===== config.mk =====
export PLATFORM = sky130hd
export DESIGN_NAME = cmt
export DESIGN_NICKNAME = d
export VERILOG_FILES = /design/src/rtl/cmt_pkg.sv /design/src/rtl/cmt_sel.sv /design/src/rtl/cmt.sv
export SDC_FILE = /design/constraint.sdc
export NUM_CORES = 1
export LEC_CHECK = 0
export ABC_CLOCK_PERIOD_IN_PS = 3200
export CORE_AREA = 4 4 240 242
export DETAILED_ROUTE_END_ITERATION = 10
export DIE_AREA = 0 0 244 246
export MAX_ROUTING_LAYER = met4
export PLACE_DENSITY = 0.51
export SETUP_SLACK_MARGIN = 0.1
export SLEW_MARGIN = 10
export SYNTH_ARGS = -nofsm -noshare
export SYNTH_HDL_FRONTEND = slang
export SYNTH_SLANG_ARGS = --single-unit

===== constraint.sdc =====
create_clock -name clk -period 3.2 [get_ports clk]
set_clock_uncertainty 0.05 [all_clocks]
set_input_delay 0.64 -clock clk [delete_from_list [all_inputs] [get_ports clk]]
set_output_delay 0.64 -clock clk [all_outputs]
set_load 0.05 [all_outputs]

===== src/rtl/cmt_pkg.sv =====
// Shared widths, field positions and FSM encodings for the commit stage.
package cmt_pkg;

    localparam int NCPU_EPU_IOPW  = 4;
    localparam int NCPU_LSU_IOPW  = 4;
    localparam int NCPU_LSU_STORE = 1;
    localparam int BPU_UPD_W      = 16;
    localparam int BPU_UPD_VLD    = 0;
    localparam int PC_W           = 62;
    localparam int NCPU_PRF_AW    = 6;

    typedef enum logic {
        CMT_S_RUN   = 1'b0,
        CMT_S_FLUSH = 1'b1
    } cmt_state_e;

endpackage


===== src/rtl/cmt_sel.sv =====
// Combinational selector: finds the in-order prefix of ROB head slots that may retire.
module cmt_sel
    import cmt_pkg::*;
#(
    parameter int P  = 1,
    parameter int CW = 1 << P
) (
    input  logic [CW-1:0]               valid_i,
    input  logic [CW-1:0]               fls_i,
    input  logic [CW*NCPU_EPU_IOPW-1:0] epu_opc_i,
    input  logic [CW*NCPU_LSU_IOPW-1:0] lsu_opc_i,
    input  logic                        stb_ready_i,
    output logic [CW-1:0]               retire_o,
    output logic [P:0]                  cnt_o,
    output logic                        stb_o
);

    logic unused_lsu;
    assign unused_lsu = ^lsu_opc_i;

    always_comb begin
        logic ok;
        logic is_ser;
        logic is_st;
        logic ser_seen;
        logic st_seen;
        logic fls_seen;
        ok       = 1'b1;
        is_ser   = 1'b0;
        is_st    = 1'b0;
        ser_seen = 1'b0;
        st_seen  = 1'b0;
        fls_seen = 1'b0;
        retire_o = '0;
        cnt_o    = '0;
        stb_o    = 1'b0;
        for (int k = 0; k < CW; k++) begin
            is_ser = |epu_opc_i[k*NCPU_EPU_IOPW +: NCPU_EPU_IOPW];
            is_st  = lsu_opc_i[k*NCPU_LSU_IOPW + NCPU_LSU_STORE];
            // Once any slot is blocked, every younger slot is blocked too.
            if (!valid_i[k] || fls_seen || ser_seen || (is_ser && k != 0) ||
                (is_st && (st_seen || !stb_ready_i)))
                ok = 1'b0;
            if (ok) begin
                retire_o[k] = 1'b1;
                cnt_o       = cnt_o + (P+1)'(1);
                stb_o       = stb_o | is_st;
            end
            ser_seen = ser_seen | is_ser;
            st_seen  = st_seen | is_st;
            fls_seen = fls_seen | fls_i[k];
        end
    end

endmodule


===== src/rtl/cmt.sv =====
// Commit stage: retires the eligible ROB head prefix, frees pregs, updates BPU, raises flush.
module cmt
    import cmt_pkg::*;
#(
    parameter  int CONFIG_P_COMMIT_WIDTH = 1,
    parameter  int CONFIG_DW             = 64,
    parameter  int CONFIG_AW             = 64,
    localparam int CW                    = 1 << CONFIG_P_COMMIT_WIDTH
) (
    input  logic                          clk,
    input  logic                          rst,
    input  logic [CW-1:0]                 cmt_valid,
    input  logic [CW*NCPU_EPU_IOPW-1:0]   cmt_epu_opc_bus,
    input  logic [CW*NCPU_LSU_IOPW-1:0]   cmt_lsu_opc_bus,
    input  logic [CW*BPU_UPD_W-1:0]       cmt_bpu_upd,
    input  logic [CW*PC_W-1:0]            cmt_pc,
    input  logic [CW-1:0]                 cmt_prd_we,
    input  logic [CW*NCPU_PRF_AW-1:0]     cmt_pfree,
    input  logic [CW-1:0]                 cmt_fls,
    input  logic [CW*CONFIG_DW-1:0]       cmt_opera,
    input  logic [CW*CONFIG_DW-1:0]       cmt_operb,
    input  logic                          stb_ready,
    output logic [CONFIG_P_COMMIT_WIDTH:0] cmt_pop_size,
    output logic                          stb_commit,
    output logic                          flush,
    output logic [CONFIG_AW-1:0]          flush_tgt,
    output logic [CW-1:0]                 fl_free_we,
    output logic [CW*NCPU_PRF_AW-1:0]     fl_free_preg,
    output logic [CW-1:0]                 bpu_upd_we,
    output logic [CW*BPU_UPD_W-1:0]       bpu_upd,
    output logic [63:0]                   retired_cnt
);

    cmt_state_e                    state_q, state_d;
    logic [CW-1:0]                 sel_mask;
    logic [CONFIG_P_COMMIT_WIDTH:0] sel_cnt;
    logic                          sel_stb;
    logic                          run;
    logic [CW-1:0]                 retire;
    logic                          fls_hit;

    logic                          flush_q;
    logic [CONFIG_AW-1:0]          flush_tgt_q, flush_tgt_d;
    logic [CW-1:0]                 free_we_q, free_we_d;
    logic [CW*NCPU_PRF_AW-1:0]     free_preg_q;
    logic [CW-1:0]                 bpu_we_q, bpu_we_d;
    logic [CW*BPU_UPD_W-1:0]       bpu_upd_q;
    logic [63:0]                   cnt_q;

    logic unused_ok;
    assign unused_ok = ^{cmt_pc, cmt_operb, cmt_opera};

    cmt_sel #(
        .P  (CONFIG_P_COMMIT_WIDTH),
        .CW (CW)
    ) u_sel (
        .valid_i     (cmt_valid),
        .fls_i       (cmt_fls),
        .epu_opc_i   (cmt_epu_opc_bus),
        .lsu_opc_i   (cmt_lsu_opc_bus),
        .stb_ready_i (stb_ready),
        .retire_o    (sel_mask),
        .cnt_o       (sel_cnt),
        .stb_o       (sel_stb)
    );

    // Gating on rst keeps the ROB from advancing while the stage is held in reset.
    assign run          = rst && (state_q == CMT_S_RUN);
    assign retire       = run ? sel_mask : '0;
    assign fls_hit      = |(retire & cmt_fls);
    assign cmt_pop_size = run ? sel_cnt : '0;
    assign stb_commit   = run & sel_stb;

    always_comb begin
        state_d = state_q;
        case (state_q)
            CMT_S_RUN:   if (fls_hit) state_d = CMT_S_FLUSH;
            CMT_S_FLUSH: state_d = CMT_S_RUN;
            default:     state_d = CMT_S_RUN;
        endcase
    end

    always_comb begin
        flush_tgt_d = flush_tgt_q;
        free_we_d   = '0;
        bpu_we_d    = '0;
        for (int k = 0; k < CW; k++) begin
            free_we_d[k] = retire[k] & cmt_prd_we[k];
            bpu_we_d[k]  = retire[k] & cmt_bpu_upd[k*BPU_UPD_W + BPU_UPD_VLD];
            if (retire[k] && cmt_fls[k])
                flush_tgt_d = cmt_opera[k*CONFIG_DW +: CONFIG_AW];
        end
    end

    always_ff @(posedge clk or negedge rst) begin
        if (!rst) begin
            state_q     <= CMT_S_RUN;
            flush_q     <= 1'b0;
            flush_tgt_q <= '0;
            free_we_q   <= '0;
            free_preg_q <= '0;
            bpu_we_q    <= '0;
            bpu_upd_q   <= '0;
            cnt_q       <= '0;
        end else begin
            state_q     <= state_d;
            flush_q     <= fls_hit;
            flush_tgt_q <= flush_tgt_d;
            free_we_q   <= free_we_d;
            free_preg_q <= cmt_pfree;
            bpu_we_q    <= bpu_we_d;
            bpu_upd_q   <= cmt_bpu_upd;
            cnt_q       <= cnt_q + 64'(cmt_pop_size);
        end
    end

    assign flush        = flush_q;
    assign flush_tgt    = flush_tgt_q;
    assign fl_free_we   = free_we_q;
    assign fl_free_preg = free_preg_q;
    assign bpu_upd_we   = bpu_we_q;
    assign bpu_upd      = bpu_upd_q;
    assign retired_cnt  = cnt_q;

endmodule


==> metrics.md, run 1 <==
| Metric | Value |
|---|---|
| Core Area | 55100 µm² |
| Status | finished, final reports clean |
| Critical Path End Type | flop |
| Min-Delay Path Class | primary input to asynchronous set/reset pin |
| Post-synthesis sequential area ratio | 59.6% |
| Maximum vdd ir drop | 0.398 mV |
| Cell Chain, Critical Path | buf_6 > or4b_4 > nor3_4 > and3_4 > and2_4 > fa_2 > nand4_1 > nor4_4 > or4b_4 > buf_8 > buf_6 > nor3_4 > xor2_1 |
| Post-synth top area share | 59.6% |
| Synth Instances | 551 |
| Synth area leaders | dfrtp_1 60%, mux2_2 19%, xor2_1 4.5% |
| Die height | 246 µm |
| Fin cells | 1728 |
| Vias in the first global route | 6395 |
| RR Startpoint | state_q |
| Die area | 60000 µm² |
| Worst Path Buf+Inv | 3 |
| CTS clock-pin slew for the worst setup and hold paths | 80 ps |
| Post-Syn Area per Cell | 13.6 µm² |
| Yosys top cell by area | dfrtp_1 |
| Final Hold Viols | 0 |
| # DRC | 0 |
| Cell Area, Synth | 7470 µm² |
| Final-report setup violation count | 0 |
| Initial antenna violation count | 4 |
| Critical Path Start Type | primary input |
| All-Layer GR Usage | 11.4% |
| Row cnt | 86 |
| Worst skew pair latency | 480 ps |
| Crit path max-delay family | simple AND/OR/NAND/NOR gates |
| Worst Reg-to-Reg Cells | 11 |
| Placed insts | 1685 |
| Count leader, synth | dfrtp_1 |
| Vias | 5961 |
| Max-capacitance violation count | 0 |
| Worst Path Required | 3560 ps |
| Largest net degree at the start of global routing | 131 |
| TritonCTS clock tree | yes |
| Global route overflow | 0 |
| Number of H-tree levels | 4 |
| Final period util | 96.2% |
| GPL Wtd Cong | 0.768 |
| CTS root buf | clkbuf_16 |
| Max clock buf depth | 2 |
| Detailed Route Iter0 Violations | 173 |
| Worst EP arrival | 3440 ps |
| RSZ-0062 raised after global routing | yes |
| Worst path max stage delay | 530 ps |
| Cell leakage power | 5.50 nW |
| Fraction of layout cells with a size suffix above 1 | 25.1% |
| Critical path class | primary input to flop |
| Asr flop ratio synth | 100% |
| Net Count, Synth | 1003 |
| Netlist cell types | 36 |
| First drt pass iteration count | 4 |
| Max-slew violation count | 0 |
| DRT Wirelength | 33.1 mm |
| #FFs+latches synth | 178 |
| Slew headroom | 42.5% |
| Chip width | 244 µm |
| Hold Slack | 283 ps |
| Vias per Instance | 3.45 |
| Fmax | 0.325 GHz |
| Port Buffers | 370 |
| Post-synth EDFFs | 0 |
| Starting density of the core | 13.6% |
| Area grow syn2layout | 77.7% |
| P per Cell Area | 543 nW/µm² |
| Worst path slowest cell | or4b_4 |
| Reg2Reg Setup Slack | 440 ps |
| Routed Antenna Nets | 0 |
| Clock sink count | 178 |
| Number of placed I/O pins | 629 |
| Final Util | 24.1% |
| YS warnings | 0 |
| Ys flop type | dfrtp_1 |
| Max FO, Critical Path | 6 |
| R2r endpoint | retired_cnt[40] |
| DP HPWL | 25.4 mm |
| Tot Pwr | 7.21 mW |
| Layout Nets | 1417 |
| Wirelength per Cell | 19.1 µm |
| CTS Buf Count | 17 |
| First-pass GRT wire length | 47.1 mm |
| Post-synth top cells | 178 x dfrtp_1, 128 x mux2_2, 38 x xor2_1, 26 x nand2_1, 24 x xnor2_1 |
| Final min period | 3080 ps |
| Tightest Pin Transition | 863 ps |
| Setup TNS | 0 ps |
[worst reg2reg max path: cells and delay by family, from the launching register on]
kind,cells,cell delay [ps]
flip-flops,1,370
AND/OR/NAND/NOR,5,1260
AO/OA/AOI/OAI,1,220
buffers and inverters,2,280
XOR/XNOR,1,160
adder cells (fa/ha/maj),2,360
[registers in the layout (all words and copies together), names as in the netlist]
name,cells
flush_tgt,64
state_q,1
fl_free_preg,12
fl_free_we,2
retired_cnt,64
bpu_upd_we,2
flush,1
bpu_upd,32
[cells by family after synthesis]
kind of cell / synth area share (%)
mux: 19.3
compound gates: 0.502
buf+inv: 1.93
xor+xnor: 7.27
flops: 59.6
simple gates: 10.8
fa+ha+maj: 0.603
[per-stage QoR]
step / instance area [µm²] / setup WS (ps)
after global routing: 13300 / -4.08
after detailed placement: 12500 / -772
after floorplan: 7540 / -297
after global placement: 12500 / -824
after CTS: 13200 / -74.2
final: 13300 / 121
[layout by cell type, fill, tap and decap left out, drive strengths merged, types with 4 or more instances in the layout]
cell	n
and3	7
buf	49
clkbuf	20
clkdlybuf4s50	355
dfrtp	178
dlygate4sd2	5
inv	20
mux2	128
nand2	26
nand3	20
nand4	14
nor2	20
nor3	24
nor4	13
or3	4
xnor2	24
xor2	38
[worst max-delay path by stage]
stage                        from         endpoint  slack [ps]  depth (start not counted)
5_1_grt        cmt_epu_opc_bus[3]  retired_cnt[60]          -4                         13
4_1_cts        cmt_epu_opc_bus[3]  retired_cnt[44]         -70                         12
3_3_place_gp   cmt_epu_opc_bus[3]  retired_cnt[56]        -820                         12
3_5_place_dp   cmt_epu_opc_bus[3]  retired_cnt[44]        -770                         12
6_report       cmt_epu_opc_bus[3]  retired_cnt[40]         120                         13
2_1_floorplan          cmt_fls[0]  retired_cnt[44]        -300                         11
[area by class of cell]
type,instances,area [µm²]
clock buffers,18,439
repair buffers,413,4170
diodes,2,5.00
flip-flops and latches,178,4450
fillers,5883,41800
multi-input cells,342,3040
clock inverters,14,190
well taps,748,936
inverters,13,48.8
[power by group]
| group | switching, mW | total [mW] | leakage [nW] | internal (mW) |
|---|---|---|---|---|
| Sequential | 0.169 | 2.65 | 2.21 | 2.48 |
| Combinational | 1.33 | 2.20 | 2.99 | 0.877 |
| Clock | 1.08 | 2.36 | 0.300 | 1.28 |
| Total | 2.57 | 7.21 | 5.50 | 4.63 |
[routing by layer]
metal	track usage, %	routed length [µm]	vias to the layer above
li1	-	-	2762
met1	13.1	13900	2920
met2	17.3	15200	244
met3	5.43	3050	35
met4	4.24	956	0
met5	-	0	-
[timing repair]
action / 4_1_cts / 5_1_grt
endpoints found under the hold margin: 0 / 0
pin swaps: 14 / 8
hold buffers: 0 / 0
resized for setup: 39 / 11
setup endpoints to repair: 40 / 22
buffers inserted: 9 / 0
(Power assumes the default switching activity.)
==> inputs of run 2 (changes only) <==
--- a/config.mk
+++ b/config.mk
@@ -12,7 +12,7 @@
 export MAX_ROUTING_LAYER = met4
 export PLACE_DENSITY = 0.51
 export SETUP_SLACK_MARGIN = 0.1
-export SLEW_MARGIN = 10
+export SLEW_MARGIN = 20
 export SYNTH_ARGS = -nofsm -noshare
 export SYNTH_HDL_FRONTEND = slang
 export SYNTH_SLANG_ARGS = --single-unit
==> results of run 2 <==
Same layout as run 1: the final DEF is identical, and so are final timing and power.
==> inputs of run 3 (changes only) <==
--- a/config.mk
+++ b/config.mk
@@ -9,8 +9,9 @@
 export CORE_AREA = 4 4 240 242
 export DETAILED_ROUTE_END_ITERATION = 10
 export DIE_AREA = 0 0 244 246
+export DONT_BUFFER_PORTS = 1
 export MAX_ROUTING_LAYER = met4
-export PLACE_DENSITY = 0.51
+export PLACE_DENSITY = 0.37
 export SETUP_SLACK_MARGIN = 0.1
 export SLEW_MARGIN = 20
 export SYNTH_ARGS = -nofsm -noshare
==> metrics.md, run 3 (same netlist as run 1, synthesis figures left out) <==
| Metric | Value |
|---|---|
| Maximum vdd ir drop | 0.420 mV |
| Final min period | 3070 ps |
| Fmax | 0.326 GHz |
| Die height | 246 µm |
| First drt pass iteration count | 6 |
| CTS Buf Count | 17 |
| GPL Wtd Cong | 0.764 |
| Starting density of the core | 13.6% |
| Max-slew violation count | 0 |
| Chip width | 244 µm |
| Wirelength per Cell | 21.7 µm |
| Commonest non-fill, non-tap cell in the layout | dfrtp_1 |
| Critical path class | primary input to flop |
| Port Buffers | 0 |
| Global route overflow | 0 |
| CTS clock-pin slew for the worst setup and hold paths | 80 ps |
| Commonest cells after routing, fill and taps aside | 178 x dfrtp_1, 128 x mux2_2, 76 x buf_4 |
| All-Layer GR Usage | 10.4% |
| Min-Delay Path Class | primary input to asynchronous set/reset pin |
| Cell Chain, Critical Path | or4b_4 > nor3_2 > and3_4 > and2_4 > fa_2 > nand4_1 > nor4_4 > or4b_4 > buf_12 > nor4_4 > xor2_1 |
| Row cnt | 86 |
| CTS root buf | clkbuf_16 |
| # fillers | 6142 |
| Number of H-tree levels | 4 |
| Number of placed I/O pins | 629 |
| Layout Nets | 1085 |
| Routed Antenna Nets | 0 |
| TritonCTS clock tree | yes |
| Worst EP arrival | 3420 ps |
| Worst Path Required | 3560 ps |
| P per Cell Area | 664 nW/µm² |
| Status | complete, but fails checks |
| Vias | 4711 |
| Worst path slowest cell | or4b_4 |
| DRT Wirelength | 30.2 mm |
| Failing checks | negative hold slack |
| Final period util | 95.9% |
| CP Launch Point | cmt_fls[0] |
| Hold Slack | -205 ps |
| Final Hold Viols | 178 |
| RSZ-0062 raised after global routing | yes |
| Worst skew pair latency | 490 ps |
| Cell leakage power | 4.17 nW |
| Detailed Route Iter0 Violations | 141 |
| Tightest Pin Transition | 764 ps |
| Die area | 60000 µm² |
| RR Startpoint | state_q |
| Initial antenna violation count | 5 |
| Vias per Instance | 3.37 |
| Tot Pwr | 6.45 mW |
| Setup TNS | 0 ps |
| Fraction of layout cells with a size suffix above 1 | 41.6% |
| Area grow syn2layout | 30.1% |
| Final-report setup violation count | 0 |
| Max clock buf depth | 2 |
| Slew headroom | 49.1% |
| # DRC | 0 |
| Vias in the first global route | 5051 |
| DP HPWL | 23.8 mm |
| Max FO, Critical Path | 7 |
| Largest net degree at the start of global routing | 180 |
| First-pass GRT wire length | 41.5 mm |
| Critical Path End Type | flop |
| Core Area | 55100 µm² |
| Worst path max stage delay | 530 ps |
| Clock sink count | 178 |
| Critical Path Start Type | primary input |
| Max-capacitance violation count | 0 |
[run 3: what timing repair did]
item,4_1_cts,5_1_grt
setup buffers,0,2
resized for setup,0,10
endpoints found under the hold margin,178,178
endpoints found under the setup margin,0,5
[run 3: worst paths after layout]
| kind | end | slack [ps] | cells after the start |
|---|---|---|---|
| min in group clk | bpu_upd[27] | 130 | 0 |
| hold reg to reg | retired_cnt[0] | 510 | 1 |
| setup / recovery | retired_cnt[44] | 130 | 11 |
| max in group asynchronous | bpu_upd[0] | 2960 | 0 |
| setup reg to reg | retired_cnt[44] | 280 | 10 |
| hold / removal | retired_cnt[39] | -200 | 0 |
[run 3: critical path: cells and delay by family]
| family | cells | cell delay [ps] |
|---|---|---|
| buf+inv | 1 | 170 |
| simple gates | 8 | 2200 |
| fa+ha+maj | 1 | 230 |
| xor+xnor | 1 | 170 |
[run 3: cell type report]
cell class	count	area, µm²	area share [%]
sequential	178	4450	45.8
multi-input combinational	342	2990	30.7
tap	748	936	9.63
timing repair buffer	81	671	6.90
clock buffer	17	425	4.38
clock inverter	15	193	1.98
inverter	13	48.8	0.502
antenna	2	5.00	0.0515
[run 3: metal layers]
| metal | global-route usage, % | part of all wire (%) | up-vias |
|---|---|---|---|
| met5 | - | 0 | - |
| met4 | 5.03 | 3.3 | 0 |
| li1 | - | - | 2095 |
| met3 | 5.77 | 12 | 36 |
| met1 | 10.5 | 36 | 2342 |
| met2 | 16.4 | 49 | 238 |
[run 3: report_power, final]
| part | internal [mW] | leakage (nW) | switching, mW |
|---|---|---|---|
| combinational | 0.327 | 1.66 | 0.284 |
| sequential | 2.46 | 2.21 | 1.05 |
| clock | 1.25 | 0.300 | 1.08 |
| total | 4.04 | 4.17 | 2.41 |
[run 3: stage by stage]
| step | instance area, µm² | setup WS [ps] | std cells | hold WS, ps | utilization [%] |
|---|---|---|---|---|---|
| after global routing | 9720 | 61.5 | 1396 | -263 | 17.6 |
| after detailed placement | 9030 | -406 | 1360 | 299 | 16.4 |
| after CTS | 9650 | 148 | 1392 | -272 | 17.5 |
| final | 9720 | 133 | 1396 | -205 | 17.6 |
| after floorplan | 7540 | -297 | 551 | 294 | - |
| after global placement | 9030 | -408 | 1360 | 301 | 16.4 |
